**config.mk**
```make
export PLATFORM = sky130hd
export DESIGN_NAME = assoc_cache_sequencer_flat
export DESIGN_NICKNAME = d
export VERILOG_FILES = /design/src/rtl/assoc_cache_sequencer_pkg.sv /design/src/rtl/assoc_cache_sequencer_if.sv /design/src/rtl/assoc_cache_sequencer_tag_store.sv /design/src/rtl/assoc_cache_sequencer.sv /design/src/flat_wrapper.sv
export SDC_FILE = /design/constraint.sdc
export NUM_CORES = 1
export LEC_CHECK = 0
export CAP_MARGIN = 10
export CORE_MARGIN = 1.5
export CORE_UTILIZATION = 40
export DETAILED_ROUTE_END_ITERATION = 16
export HOLD_SLACK_MARGIN = 0.05
export PLACE_DENSITY = 0.72
export SLEW_MARGIN = 20
export SYNTH_ARGS = -nofsm -noshare
export SYNTH_HDL_FRONTEND = slang
export SYNTH_SLANG_ARGS = --single-unit
```
**constraint.sdc**
```tcl
create_clock -name clk -period 7.74 [get_ports clk]
set_clock_uncertainty 0.1 [all_clocks]
set_input_delay 1.161 -clock clk [delete_from_list [all_inputs] [get_ports clk]]
set_output_delay 1.161 -clock clk [all_outputs]
set_load 0.02 [all_outputs]
```
**src/rtl/assoc_cache_sequencer_pkg.sv**
```systemverilog
// seq_cache_pkg: shared types and width helpers for the cached program
// sequencer.
//   fsm_state_t   refill state machine encoding (ST_IDLE, ST_FILL)
//   idx_w()       index width of a power-of-two count (minimum 1 bit)
//   tag_w()       tag width left over after the set and offset fields
package seq_cache_pkg;

  typedef logic [0:0] fsm_state_t;

  localparam fsm_state_t ST_IDLE = 1'b0;
  localparam fsm_state_t ST_FILL = 1'b1;

  function automatic int idx_w(input int n);
    return (n > 1) ? $clog2(n) : 1;
  endfunction

  function automatic int tag_w(input int addr_w, input int sets, input int words);
    return addr_w - idx_w(sets) - idx_w(words);
  endfunction

endpackage

```
**src/rtl/assoc_cache_sequencer_if.sv**
```systemverilog
// assoc_cache_sequencer_if: branch controls in, fetch/refill signals out.
//   slave  modport: the sequencer (receives branch controls, drives the rest)
//   master modport: the pipeline/cache side driving branch controls
//   Branch: jump, conditional_jump, dont_jump_flag, jump_addr
//   Fetch:  pm_address, pc, hold_out, hit
//   Cache:  cache_rdway/rdline/rdoffset, cache_wrway/wrline/wroffset, cache_wren
//   Refill: rom_address; stats: miss_count
interface assoc_cache_sequencer_if #(
  parameter int ADDR_W = 8,
  parameter int JUMP_W = 4,
  parameter int SETS   = 4,
  parameter int WORDS  = 8
);
  import seq_cache_pkg::*;

  localparam int SET_W = idx_w(SETS);
  localparam int OFF_W = idx_w(WORDS);

  logic              jump;
  logic              conditional_jump;
  logic              dont_jump_flag;
  logic [JUMP_W-1:0] jump_addr;
  logic [ADDR_W-1:0] pm_address;
  logic [ADDR_W-1:0] pc;
  logic [ADDR_W-1:0] rom_address;
  logic              cache_rdway;
  logic              cache_wrway;
  logic [SET_W-1:0]  cache_rdline;
  logic [SET_W-1:0]  cache_wrline;
  logic [OFF_W-1:0]  cache_rdoffset;
  logic [OFF_W-1:0]  cache_wroffset;
  logic              cache_wren;
  logic              hold_out;
  logic              hit;
  logic [15:0]       miss_count;

  modport slave (
    input  jump, conditional_jump, dont_jump_flag, jump_addr,
    output pm_address, pc, rom_address, cache_rdway, cache_wrway,
           cache_rdline, cache_wrline, cache_rdoffset, cache_wroffset,
           cache_wren, hold_out, hit, miss_count
  );

  modport master (
    output jump, conditional_jump, dont_jump_flag, jump_addr,
    input  pm_address, pc, rom_address, cache_rdway, cache_wrway,
           cache_rdline, cache_wrline, cache_rdoffset, cache_wroffset,
           cache_wren, hold_out, hit, miss_count
  );

endinterface

```
**src/rtl/assoc_cache_sequencer_tag_store.sv**
```systemverilog
// cache_tag_store: tag, valid and LRU state of a 2-way set-associative cache.
//   clk, reset_n            clock, async active-low reset (clears everything)
//   lookup_set/lookup_tag   address under lookup
//   hit_any/hit_way         lookup result and matching way
//   victim_way              first invalid way (way 0 first), else LRU way
//   alloc_*                 miss: write tag into victim, clear its valid bit
//   fill_*                  refill done: set valid, other way becomes LRU
//   touch_*                 hit: the other way becomes LRU
module cache_tag_store
  import seq_cache_pkg::*;
#(
  parameter int SETS  = 4,
  parameter int TAG_W = 3,
  localparam int SET_W = idx_w(SETS)
) (
  input  logic             clk,
  input  logic             reset_n,
  input  logic [SET_W-1:0] lookup_set,
  input  logic [TAG_W-1:0] lookup_tag,
  output logic             hit_any,
  output logic             hit_way,
  output logic             victim_way,
  input  logic             alloc_en,
  input  logic [SET_W-1:0] alloc_set,
  input  logic [TAG_W-1:0] alloc_tag,
  input  logic             alloc_way,
  input  logic             fill_done,
  input  logic [SET_W-1:0] fill_set,
  input  logic             fill_way,
  input  logic             touch_en,
  input  logic [SET_W-1:0] touch_set,
  input  logic             touch_way
);

  logic [TAG_W-1:0] tags  [2][SETS];
  logic [SETS-1:0]  valid [2];
  logic [SETS-1:0]  lru;          // bit = index of the least recently used way
  logic             match0, match1;

  // NOTE: every output gets a default first so no path leaves it unassigned
  // and no latch is inferred.
  always_comb begin
    match0     = 1'b0;
    match1     = 1'b0;
    victim_way = 1'b0;
    match0     = valid[0][lookup_set] && (tags[0][lookup_set] == lookup_tag);
    match1     = valid[1][lookup_set] && (tags[1][lookup_set] == lookup_tag);
    if (!valid[0][lookup_set])      victim_way = 1'b0;
    else if (!valid[1][lookup_set]) victim_way = 1'b1;
    else                            victim_way = lru[lookup_set];
  end

  assign hit_any = match0 | match1;
  assign hit_way = ~match0;

  // NOTE: the tag array is small and held in flops, so it is reset along with
  // valid/LRU; a RAM-based tag store would reset only the valid bits.
  // Sequential state is updated with non-blocking assignments only.
  always_ff @(posedge clk or negedge reset_n) begin
    if (!reset_n) begin
      for (int w = 0; w < 2; w++) begin
        for (int s = 0; s < SETS; s++) begin
          tags[w][s] <= '0;
        end
        valid[w] <= '0;
      end
      lru <= '0;
    end else begin
      // alloc, fill_done and touch come from mutually exclusive FSM cycles
      if (alloc_en) begin
        tags[alloc_way][alloc_set]  <= alloc_tag;
        valid[alloc_way][alloc_set] <= 1'b0;
      end
      if (fill_done) begin
        valid[fill_way][fill_set] <= 1'b1;
        lru[fill_set]             <= ~fill_way;
      end
      if (touch_en) begin
        lru[touch_set] <= ~touch_way;
      end
    end
  end

endmodule

```
**src/rtl/assoc_cache_sequencer.sv**
```systemverilog
// assoc_cache_sequencer: program counter sequencer in front of a 2-way
// set-associative instruction cache refilled from a synchronous ROM.
//   clk, reset_n  clock, async active-low reset
//   bus (slave)   branch controls in; fetch address, pc, cache read/write
//                 controls, rom_address, hold_out, hit, miss_count out
// The tag check is done on pc (the address whose data is due now); the cache
// data read port is addressed by pm_address. A miss holds the pipeline for one
// allocate cycle plus WORDS refill cycles, then the same pc hits.
// Optional: define ASSOC_CACHE_PERF_CNT_EN for a saturating 16-bit miss
// counter; otherwise miss_count is constant zero.
module assoc_cache_sequencer
  import seq_cache_pkg::*;
#(
  parameter int ADDR_W = 8,
  parameter int JUMP_W = 4,
  parameter int SETS   = 4,
  parameter int WORDS  = 8
) (
  input logic clk,
  input logic reset_n,
  assoc_cache_sequencer_if.slave bus
);

  localparam int SET_W = idx_w(SETS);
  localparam int OFF_W = idx_w(WORDS);
  localparam int TAG_W = tag_w(ADDR_W, SETS, WORDS);

  logic [ADDR_W-1:0] pc_q;
  logic [ADDR_W-1:0] pm_next;
  logic [ADDR_W-1:0] target;
  fsm_state_t        state_q;
  logic [OFF_W-1:0]  fill_cnt_q;
  logic              victim_q;
  logic [OFF_W-1:0]  rom_off;

  logic [SET_W-1:0]  pc_set;
  logic [TAG_W-1:0]  pc_tag;
  logic              hit_any, hit_way, victim_way;
  logic              idle, hit, miss, hold, fill_last;

  assign pc_set = pc_q[OFF_W +: SET_W];
  assign pc_tag = pc_q[ADDR_W-1 -: TAG_W];

  assign idle      = (state_q == ST_IDLE);
  assign hit       = idle & hit_any;
  assign miss      = idle & ~hit_any;
  assign hold      = miss | ~idle;
  assign fill_last = ~idle && (fill_cnt_q == OFF_W'(WORDS - 1));

  cache_tag_store #(
    .SETS  (SETS),
    .TAG_W (TAG_W)
  ) u_tags (
    .clk        (clk),
    .reset_n    (reset_n),
    .lookup_set (pc_set),
    .lookup_tag (pc_tag),
    .hit_any    (hit_any),
    .hit_way    (hit_way),
    .victim_way (victim_way),
    .alloc_en   (miss),
    .alloc_set  (pc_set),
    .alloc_tag  (pc_tag),
    .alloc_way  (victim_way),
    .fill_done  (fill_last),
    .fill_set   (pc_set),
    .fill_way   (victim_q),
    .touch_en   (hit),
    .touch_set  (pc_set),
    .touch_way  (hit_way)
  );

  // Next fetch address; while held, pc stays put so the missed word is
  // re-read once the line is in, and branch inputs are ignored.
  always_comb begin
    target = '0;
    target[ADDR_W-1 -: JUMP_W] = bus.jump_addr;
    pm_next = pc_q + ADDR_W'(1);
    if (hold)                                         pm_next = pc_q;
    else if (bus.jump)                                pm_next = target;
    else if (bus.conditional_jump && !bus.dont_jump_flag) pm_next = target;
  end

  // ROM has one cycle of latency: request offset k+1 while writing offset k.
  always_comb begin
    rom_off = '0;
    if (!idle) rom_off = fill_cnt_q + OFF_W'(1);
  end

  always_ff @(posedge clk or negedge reset_n) begin
    if (!reset_n) begin
      pc_q       <= '0;
      state_q    <= ST_IDLE;
      fill_cnt_q <= '0;
      victim_q   <= 1'b0;
    end else begin
      pc_q <= pm_next;
      case (state_q)
        ST_IDLE: begin
          if (miss) begin
            state_q    <= ST_FILL;
            fill_cnt_q <= '0;
            victim_q   <= victim_way;
          end
        end
        default: begin
          fill_cnt_q <= fill_cnt_q + OFF_W'(1);
          if (fill_last) state_q <= ST_IDLE;
        end
      endcase
    end
  end

`ifdef ASSOC_CACHE_PERF_CNT_EN
  logic [15:0] miss_cnt_q;

  always_ff @(posedge clk or negedge reset_n) begin
    if (!reset_n) begin
      miss_cnt_q <= '0;
    end else if (miss && (miss_cnt_q != 16'hFFFF)) begin
      miss_cnt_q <= miss_cnt_q + 16'd1;
    end
  end

  assign bus.miss_count = miss_cnt_q;
`else
  assign bus.miss_count = '0;
`endif

  assign bus.pm_address     = pm_next;
  assign bus.pc             = pc_q;
  assign bus.rom_address    = {pc_q[ADDR_W-1:OFF_W], rom_off};
  assign bus.cache_rdway    = hit_way;
  assign bus.cache_rdline   = pm_next[OFF_W +: SET_W];
  assign bus.cache_rdoffset = pm_next[OFF_W-1:0];
  assign bus.cache_wrway    = victim_q;
  assign bus.cache_wrline   = pc_set;
  assign bus.cache_wroffset = fill_cnt_q;
  assign bus.cache_wren     = ~idle;
  assign bus.hold_out       = hold;
  assign bus.hit            = hit;

endmodule

```
**src/flat_wrapper.sv**
```systemverilog
// flat-port wrapper written by rule: the top's interface ports become plain ports
module assoc_cache_sequencer_flat import seq_cache_pkg::*;
#(
  parameter int ADDR_W = 8,
  parameter int JUMP_W = 4,
  parameter int SETS   = 4,
  parameter int WORDS  = 8
)
  (clk, reset_n, bus_jump, bus_conditional_jump, bus_dont_jump_flag, bus_jump_addr, bus_pm_address, bus_pc, bus_rom_address, bus_cache_rdway, bus_cache_wrway, bus_cache_rdline, bus_cache_wrline, bus_cache_rdoffset, bus_cache_wroffset, bus_cache_wren, bus_hold_out, bus_hit, bus_miss_count);
  assoc_cache_sequencer_if #(.ADDR_W(ADDR_W), .JUMP_W(JUMP_W), .SETS(SETS), .WORDS(WORDS)) bus_i ();
  input logic clk;
  input logic reset_n;
  input wire logic [$bits(bus_i.jump)-1:0] bus_jump;
  input wire logic [$bits(bus_i.conditional_jump)-1:0] bus_conditional_jump;
  input wire logic [$bits(bus_i.dont_jump_flag)-1:0] bus_dont_jump_flag;
  input wire logic [$bits(bus_i.jump_addr)-1:0] bus_jump_addr;
  output wire logic [$bits(bus_i.pm_address)-1:0] bus_pm_address;
  output wire logic [$bits(bus_i.pc)-1:0] bus_pc;
  output wire logic [$bits(bus_i.rom_address)-1:0] bus_rom_address;
  output wire logic [$bits(bus_i.cache_rdway)-1:0] bus_cache_rdway;
  output wire logic [$bits(bus_i.cache_wrway)-1:0] bus_cache_wrway;
  output wire logic [$bits(bus_i.cache_rdline)-1:0] bus_cache_rdline;
  output wire logic [$bits(bus_i.cache_wrline)-1:0] bus_cache_wrline;
  output wire logic [$bits(bus_i.cache_rdoffset)-1:0] bus_cache_rdoffset;
  output wire logic [$bits(bus_i.cache_wroffset)-1:0] bus_cache_wroffset;
  output wire logic [$bits(bus_i.cache_wren)-1:0] bus_cache_wren;
  output wire logic [$bits(bus_i.hold_out)-1:0] bus_hold_out;
  output wire logic [$bits(bus_i.hit)-1:0] bus_hit;
  output wire logic [$bits(bus_i.miss_count)-1:0] bus_miss_count;
  assign bus_i.jump = bus_jump;
  assign bus_i.conditional_jump = bus_conditional_jump;
  assign bus_i.dont_jump_flag = bus_dont_jump_flag;
  assign bus_i.jump_addr = bus_jump_addr;
  assign bus_pm_address = bus_i.pm_address;
  assign bus_pc = bus_i.pc;
  assign bus_rom_address = bus_i.rom_address;
  assign bus_cache_rdway = bus_i.cache_rdway;
  assign bus_cache_wrway = bus_i.cache_wrway;
  assign bus_cache_rdline = bus_i.cache_rdline;
  assign bus_cache_wrline = bus_i.cache_wrline;
  assign bus_cache_rdoffset = bus_i.cache_rdoffset;
  assign bus_cache_wroffset = bus_i.cache_wroffset;
  assign bus_cache_wren = bus_i.cache_wren;
  assign bus_hold_out = bus_i.hold_out;
  assign bus_hit = bus_i.hit;
  assign bus_miss_count = bus_i.miss_count;
  assoc_cache_sequencer #(.ADDR_W(ADDR_W), .JUMP_W(JUMP_W), .SETS(SETS), .WORDS(WORDS)) u_core (.clk(clk), .reset_n(reset_n), .bus(bus_i));
endmodule
```
## Word-level counts from Yosys, hierarchy flattened

Cells that the tools add are included.

- Flip-flop bits (word level): 49
- Input bits: 9
- Logic and storage cells: 93
- Output and inout port bits: 55

- $lt $le $gt $ge: 8
- Reductions and logical operators: 11
- Bitwise logic cells: 14
- Add/sub/neg operators: 2
- Multiplexer cells: 40
- Equal/unequal tests: 3

Operators by type and width:

| kind | count |
|---|---|
| two-way mux 8 bit | 5 |
| bitwise mux 24 bit | 1 |
| two-way mux 3 bit | 8 |
| two-way mux 4 bit | 4 |
| binary-select mux 3 bit (select 2 bit) | 2 |
| demux 12 bit (select 1 bit) | 1 |
| two-way mux 12 bit | 1 |
| two-way mux 1 bit | 9 |
| adder 8 x 1 -> 8 bit (second input constant) | 1 |
| bitwise AND 8 bit | 1 |
| bitwise mux 4 bit | 2 |
| demux 4 bit (select 1 bit) | 2 |
| logical AND 1 bit | 8 |
| NOT 8 bit | 1 |
| bitwise OR 8 bit | 1 |
| binary-select mux 1 bit (select 2 bit) | 3 |
| demux 3 bit (select 2 bit) | 1 |
| == test 3 bit | 2 |
| >= comparator 2 bit (second input constant) | 2 |
| < comparator 2 x 1 -> 1 bit (second input constant) | 2 |
| NOT 1 bit | 4 |
| NOT 1 -> 2 bit | 2 |
| adder 3 x 1 -> 3 bit (second input constant) | 1 |
| == test 3 bit (second input constant) | 1 |
| other kinds (11) | 13 |

## Logic depth before layout (Yosys ltp)

Gate-level depths: netlist (run 1).

- Depth in word-level cells: 14
- Gate-level depth with buffers: 8
- Depth with buffers taken out: 6

## Modules after synthesis

Synthesis (run 1) repeated with hierarchy kept, for this count alone.

- Cell total of the unflattened synthesis: 236
- Area total of the unflattened synthesis: 2720.1 um^2

Modules (own cells, without submodules):

| module | seq. area each (um^2) | cells an instance | times used | area an instance (um^2) |
|---|---|---|---|---|
| cache_tag_store | 900.9 | 136 | 1 | 1795.5 |
| assoc_cache_sequencer | 325.3 | 100 | 1 | 924.6 |

## Worst setup path before layout (run 1)

Ideal clock, no wire load.

- Kind: register to output
- Start: reg u_core.pc_q[3] (netlist: u_core.bus.pc[3])
- End: out bus_pm_address[0]
- Cell stages (with the launch flop): 7
- Required time: 6.479 ns
- Arrival: 3.042 ns
- Path buffers: 1
- Setup slack: 3.437 ns
- Cell sequence: dfrtp_1 mux4_1 xnor2_1 nand4_2 a21oi_4 mux2i_1 buf_4

- Cells in the longest elaborated chain, start to end: 11
- Elaborated cells on any way between the ends: 20

Ends and longest elaborated chain:

| what | RTL line | RTL |
|---|---|---|
| from (decl) | assoc_cache_sequencer.sv:28 | `logic [ADDR_W-1:0] pc_q;` |
| from (signal assigned) | assoc_cache_sequencer.sv:97 | `pc_q <= pm_next;` |
| NOT 2 -> 3 bit (implied by the code) | assoc_cache_sequencer_tag_store.sv:46, assoc_cache_sequencer_tag_store.sv:47 |  |
| binary-select mux 3 bit (select 2 bit) (on tied branches) | assoc_cache_sequencer_tag_store.sv:46, assoc_cache_sequencer_tag_store.sv:47 |  |
| two-way mux 3 bit (on tied branches) (2 in a row) | assoc_cache_sequencer_tag_store.sv:46, assoc_cache_sequencer_tag_store.sv:47 |  |
| == test 3 bit (on tied branches) | assoc_cache_sequencer_tag_store.sv:46, assoc_cache_sequencer_tag_store.sv:47 |  |
| logical AND 1 bit (on tied branches) | assoc_cache_sequencer_tag_store.sv:46, assoc_cache_sequencer_tag_store.sv:47 |  |
| bitwise OR 1 bit * | assoc_cache_sequencer_tag_store.sv:53 | `assign hit_any = match0 \| match1;` |
| NOT 1 bit * | assoc_cache_sequencer.sv:46 | `assign miss = idle & ~hit_any;` |
| bitwise AND 1 bit * | assoc_cache_sequencer.sv:46 |  |
| bitwise OR 1 bit * | assoc_cache_sequencer.sv:47 | `assign hold = miss \| ~idle;` |
| two-way mux 8 bit * | assoc_cache_sequencer.sv:79 | `if (hold) pm_next = pc_q;` |
| to (decl) | flat_wrapper.sv:17 | `output wire logic [$bits(bus_i.pm_address)-1:0] bus_pm_address;` |

Every way passes the cells marked *; elsewhere a longest branch is shown, timed or not. The select of a mux whose other input is x is not followed.

## Worst setup path in the final report (run 1)

- Start: reg u_core.pc_q[4] (netlist: u_core.bus.pc[4])
- End: out bus_pm_address[0]

The elaborated chain is that of the path after synthesis.

==> results of run 1 <==
final cells by class:
cell class	instances	area, sq um
flip-flops and latches	49	1230
well taps	96	120
clock buffers	6	72.6
clock inverters	2	38.8
fillers	642	3510
multi-input cells	153	1380
inverters	12	45.0
repair buffers	49	483
sequential cells by signal (all words and copies together), names as in the netlist:
register                   cells
u_core.u_tags.tags            24
u_core.bus.pc                  8
u_core.u_tags.valid            8
u_core.u_tags.lru              4
u_core.bus.cache_wroffset      3
u_core.bus.cache_wren          1
u_core.bus.cache_wrway         1
worst register-to-register path, stage by stage, from the launching register on:
cell and delay, ns:
dfrtp_1 0.87, mux4_2 0.60, nand2b_1 0.16, nand2_1 0.41, nand4_1 0.40, mux2_2 0.38
kinds of logic after synthesis:
kind of cell / after synthesis / share of synthesized area
flip-flops: 49 / 0.429
buffers and inverters: 51 / 0.109
multiplexers: 36 / 0.180
other: 1 / 0.00131
AND/OR/NAND/NOR: 50 / 0.123
AO/OA/AOI/OAI: 42 / 0.118
XOR/XNOR: 6 / 0.0262
adder cells (fa/ha/maj): 3 / 0.0131
cells in the final DEF, fill, tap and decap left out, types with 2 or more instances in the layout:
cell type,synthesis,final
nor2_1,3,3
clkdlybuf4s50_1,0,46
inv_1,12,12
a21o_1,3,3
dfrtp_1,49,49
buf_4,28,3
o2bb2ai_1,4,4
and2_1,5,5
mux2_2,21,21
xnor2_1,3,3
ha_1,3,3
and3_1,2,2
nand4_1,5,5
mux4_1,3,3
mux4_2,6,6
o21ai_0,5,5
mux2_1,3,3
o22ai_1,6,6
nand2b_1,4,4
clkbuf_8,0,5
a2bb2oi_1,7,7
nand3_1,6,6
a221oi_1,5,5
xnor2_2,3,3
nor4_4,4,4
a21oi_1,5,5
mux2i_1,3,3
nand2_1,13,13
conb_1,1,16
nor2b_1,3,3
per-stage QoR:
step	hold slack, ns	std cells
after global placement	0.362	359
after global routing	0.413	367
after detailed placement	0.379	359
final	0.394	367
after floorplan	0.351	253
after CTS	0.400	367
per-layer routing:
layer	wire [um]	vias to the layer above	track usage
met5	0	-	0
met4	59	0	0.0505
met3	209	6	0.0283
met2	3060	45	0.266
met1	2750	988	0.231
li1	-	891	-
worst min-delay path by stage:
stage / from / end / slack [ns] / cells after the start
global route: u_core.u_tags.tags[10] / u_core.u_tags.tags[10] / 0.41 / 1
finish: u_core.u_tags.valid[7] / u_core.u_tags.valid[7] / 0.39 / 1
CTS: u_core.u_tags.valid[7] / u_core.u_tags.valid[7] / 0.40 / 1
global placement: u_core.u_tags.tags[7] / u_core.u_tags.tags[7] / 0.36 / 1
floorplan: u_core.u_tags.valid[6] / u_core.u_tags.valid[6] / 0.35 / 1
detailed placement: u_core.u_tags.valid[7] / u_core.u_tags.valid[7] / 0.38 / 1
where the power goes:
part / leakage, uW / internal (uW) / total (uW) / switching (uW)
registers: 0.000592 / 361 / 478 / 117
clock network: 0.0000554 / 97.2 / 187 / 89.6
logic: 0.000719 / 338 / 689 / 351
total: 0.00137 / 796 / 1350 / 557
==> results.md, run 1 <==
- Routed Antenna Nets: 0
- H-Tree Depth: 2
- Crit Path Max Fanout: 23
- EDFF count, synth: 0
- Initial Util: 0.416
- Hpwl dp: 4370 um
- CP endpoint kind: primary output
- Worst Hold Class: reg2reg
- Crit path to: bus_pm_address[0]
- Slew HR: 0.466
- Vias in the first global route: 1874
- DRC: 0
- Ant. Diodes: 0
- Status: finished, final reports clean
- Req. time, crit path: 6.48 ns
- CP max-delay cell: dfrtp_1
- PostCTS Resize Cnt: 0
- CTS clock-pin slew for the worst setup and hold paths: ~0.090 ns
- # nets final: about 280
- CP peak stage delay: between 0.8 and 0.9 ns
- Clk_lat worst skew: ~0.31 ns
- # hold bufs at CTS: 0
- Die footprint: 7670 sq um
- Minimum clock period: 4.96 ns
- Worst Setup Slack, final: about 2.8 ns
- Total power: 1350 uW
- Final Max Slew Viols: 0
- Crit path depth: 6
- Antenna violations before repair: 0
- FF-to-FF Start: u_core.bus.pc[4]
- GR Overflow Total: 0
- Share of the synthesized area in the top cell type: 0.429
- Gpl congestion: 0.744
- Clock Tree Root: clkbuf_8
- Reg2Reg Depth: 5
- Layout area overhead: 17.6%
- # rows: 30
- Port Buffers: 47
- Fmax: 202 MHz
- Slew @ Worst Pin: 0.801 ns
- Ys Warns: 0
- Bufs and invs on worst path: 1
- CP Class: reg2out
- Worst IR Drop VDD: 0.156 mV
- Synth area leader: dfrtp_1
- Clock sink total: 49
- Fin util: 0.490
- Iteration-0 DRC Markers: 81
- Max clock buf depth: 2
- Final Hold Viols: 0
- First-pass GRT wire length: 9710 um
- Post-route setup TNS: 0 ns
- Max-Cap Viols: 0
- Reg2reg end: u_core.u_tags.tags[21]
- CTS buffer count: 5
- WP data arrival: about 3.7 ns
- Post-CTS setup buffers: 0
- Via count: 1930
- Total routed wirelength: 6080 um
- Post-route cell area: ~3400 sq um
- CP startpoint: u_core.bus.pc[4]
- CP Launch Type: register
- Primary FF master, synth: dfrtp_1
- Worst path cell trace: mux4_1 -> xnor2_1 -> nand4_2 -> a21oi_4 -> mux2i_1 -> clkdlybuf4s50_1
- Routed len/inst: about 17 um
- Die height: a little under 90 um
- I/O pin count: 64
- Ranking of synthesized cells by area: dfrtp_1 (43%), mux2_2 (8.3%), buf_4 (7.3%), mux4_2 (4.7%), nor4_4 (3.0%)
- FF+latch count, synth: 49
- Die W: 87.6 um
- Top cells by count, synth: dfrtp_1 (49), buf_4 (28), mux2_2 (21)
- Layout cells sized above 1: 0.188
- Tcrit/Tclk final: 0.641
- Leak: 0.00137 uW
- Overall Global Routing Usage: 0.165
- CTS tree: built
- Area of the core: 6870 sq um
- FF-to-FF setup slack: about 4.7 ns
- Cell area after synthesis: between 2000 and 3000 sq um
- Sequential area share after synthesis: 0.429
- Power Dens Cells: 402 nW/um^2
- Placed cell areas: about 3200 sq um
- Vias per cell: 5.26
- Initial DRT Pass Iterations: 4
- Cell variety after synth: 43
- RSZ-0062 raised after global routing: no
- Delay-heaviest family, CP: flip-flops
- Syn Inst Count: between 200 and 250
- Largest net degree at the start of global routing: 50
- Syn Area/Cell: 12.0 sq um
- Count leader, synth: dfrtp_1
- Ys async rst share: 1.00
- Final setup fails: 0
- Place WS: 3.13 ns
No activity file was read; power rests on OpenSTA's default activity.
==> run 2: changes to the inputs <==
Clock period 7.74 ns to 4.65 ns, I/O delays scaled along.
==> run 2 against run 1 <==
  * Sequential power increased by 66%
  * Register-to-register slack got worse by 3.1 ns
  * Combinational power increased by 68%
  * Setup slack got worse by 2.5 ns
  * Non-clock buffer count increased by 1
  * Sequential share of layout area decreased by 0.18 points
  * Clock power increased by 72%
  * Largest cell class unchanged
  * Largest power group unchanged
==> results.md, run 2 (synthesized netlist as in run 1, its figures left out) <==
- Hpwl dp: approximately 4500 um
- CTS tree: built
- Leak: 0.00137 uW
- CP Launch Type: register
- Max clock buf depth: 2
- FF-to-FF Start: u_core.bus.pc[3]
- Worst IR Drop VDD: 0.401 mV
- Final Hold Viols: 0
- Final Max Slew Viols: 0
- GR Overflow Total: 0
- CP Class: reg2out
- Reg2reg end: u_core.u_tags.tags[22]
- Register area: approximately 1200 sq um
- Place WS: about 0.61 ns
- Antenna violations before repair: 0
- Max reg flops: 24
- Power Dens Cells: 674 nW/um^2
- # rows: 30
- DRC: 0
- Fin util: 0.492
- Ant. Diodes: 0
- Die height: 87.6 um
- Slew HR: 0.532
- Req. time, crit path: a little under 4 ns
- First-pass GRT wire length: between 10000 and 15000 um
- Iteration-0 DRC Markers: 142
- CTS clock-pin slew for the worst setup and hold paths: 0.09 ns
- Crit path to: bus_cache_rdoffset[1]
- WP data arrival: about 3.6 ns
- Area of the core: 6870 sq um
- Crit Path Max Fanout: 10
- Largest net degree at the start of global routing: 50
- I/O pin count: 64
- Vias in the first global route: 1922
- FF-to-FF setup slack: 1.60 ns
- Status: finished, final reports clean
- Clock Tree Root: clkbuf_8
- Commonest non-fill, non-tap cell in the layout: dfrtp_1
- # nets final: 283
- Minimum clock period: roughly 4.4 ns
- Commonest cells after routing, fill and taps aside: dfrtp_1 (49), clkdlybuf4s50_1 (46), mux2_2 (21), conb_1 (16), nand2_1 (13)
- RSZ-0062 raised after global routing: no
- Initial Util: 0.416
- Layout cells sized above 1: 0.195
- Clk_lat worst skew: roughly 0.31 ns
- GRT met2 Usage: 0.262
- Overall Global Routing Usage: 0.175
- PostCTS Resize Cnt: 0
- # fillers: around 620
- Die footprint: 7670 sq um
- Post-CTS setup buffers: 0
- Met1 Usage GRT: 0.253
- Max-Cap Viols: 0
- Worst Hold Class: in2async
- Routed len/inst: between 15 and 20 um
- Layout area overhead: 18.2%
- Reg2Reg Depth: 5
- Tcrit/Tclk final: 0.943
- Worst Setup Slack, final: ~0.27 ns
- Fmax: 228 MHz
- Global Route met3 Usage: 0.0396
- Slew @ Worst Pin: between 0.7 and 0.8 ns
- Port Buffers: 47
- Routed Antenna Nets: 0
- H-Tree Depth: 2
- Gpl congestion: 0.813
- # hold bufs at CTS: 0
- Post-route setup TNS: 0 ns
- Vias per cell: 5.32
- CP endpoint kind: primary output
- Initial DRT Pass Iterations: 4
- Clock sink total: 49
- Largest Register: u_core.u_tags.tags
- Total power: roughly 2300 uW
- Via count: between 1500 and 2000
- CP startpoint: u_core.bus.pc[3]
- Multi-input logic area: 1380 sq um
- Final setup fails: 0
- GR peak layer: met2
- Die W: around 90 um
- Total routed wirelength: roughly 6200 um
- CTS buffer count: 5
-- run 2: cell types whose count changed in the layout (fill, tap and decap cells not counted) --
cell        change
clkbuf_1        -1
clkbuf_8        +1
clkinv_4        -1
clkinvlp_4      +1
buf_4           +1
-- run 2: where the power goes --
part | internal [uW] | switching [uW]
logic | 566 | 596
registers | 602 | 191
clock network | 175 | 147
-- run 2: per-stage QoR --
stage          hold slack, ns  cells  cell area, sq um
2_1_floorplan           0.302    253              2920
3_3_place_gp            0.366    360              3260
3_5_place_dp            0.374    360              3260
4_1_cts                 0.397    368              3380
5_1_grt                 0.347    368              3380
6_report                0.303    368              3380
-- run 2: worst min-delay path by stage --
stage	from	to	slack, ns	cells after the start
after floorplan	reset_n	u_core.bus.cache_wren	0.30	0
after global placement	u_core.u_tags.tags[0]	u_core.u_tags.tags[0]	0.37	1
after detailed placement	u_core.u_tags.valid[7]	u_core.u_tags.valid[7]	0.37	1
after CTS	u_core.u_tags.valid[7]	u_core.u_tags.valid[7]	0.40	1
after global routing	reset_n	u_core.bus.cache_wroffset[1]	0.35	1
final	reset_n	u_core.bus.cache_wroffset[2]	0.30	1
-- run 2: cell type report --
type / count / share of cell area
clock inverter: 2 / 0.0111
inverter: 12 / 0.0133
timing repair buffer: 50 / 0.145
tap: 96 / 0.0355
multi-input combinational: 153 / 0.408
clock buffer: 6 / 0.0244
sequential: 49 / 0.363
-- run 2: critical path: stages (launching register included) --
cell             delay [ns]
dfrtp_1                0.57
mux4_1                 0.63
xnor2_1                0.35
nand4_2                0.34
a21oi_4                0.39
mux2i_1                0.33
clkdlybuf4s50_1        0.67
-- run 2: routing by layer --
layer | share of wire | up-vias | wire [um]
met5 | 0 | - | 0
li1 | - | 905 | -
met1 | 0.45 | 971 | 2780
met2 | 0.47 | 71 | 2910
met4 | 0.016 | 0 | 96
met3 | 0.064 | 10 | 393
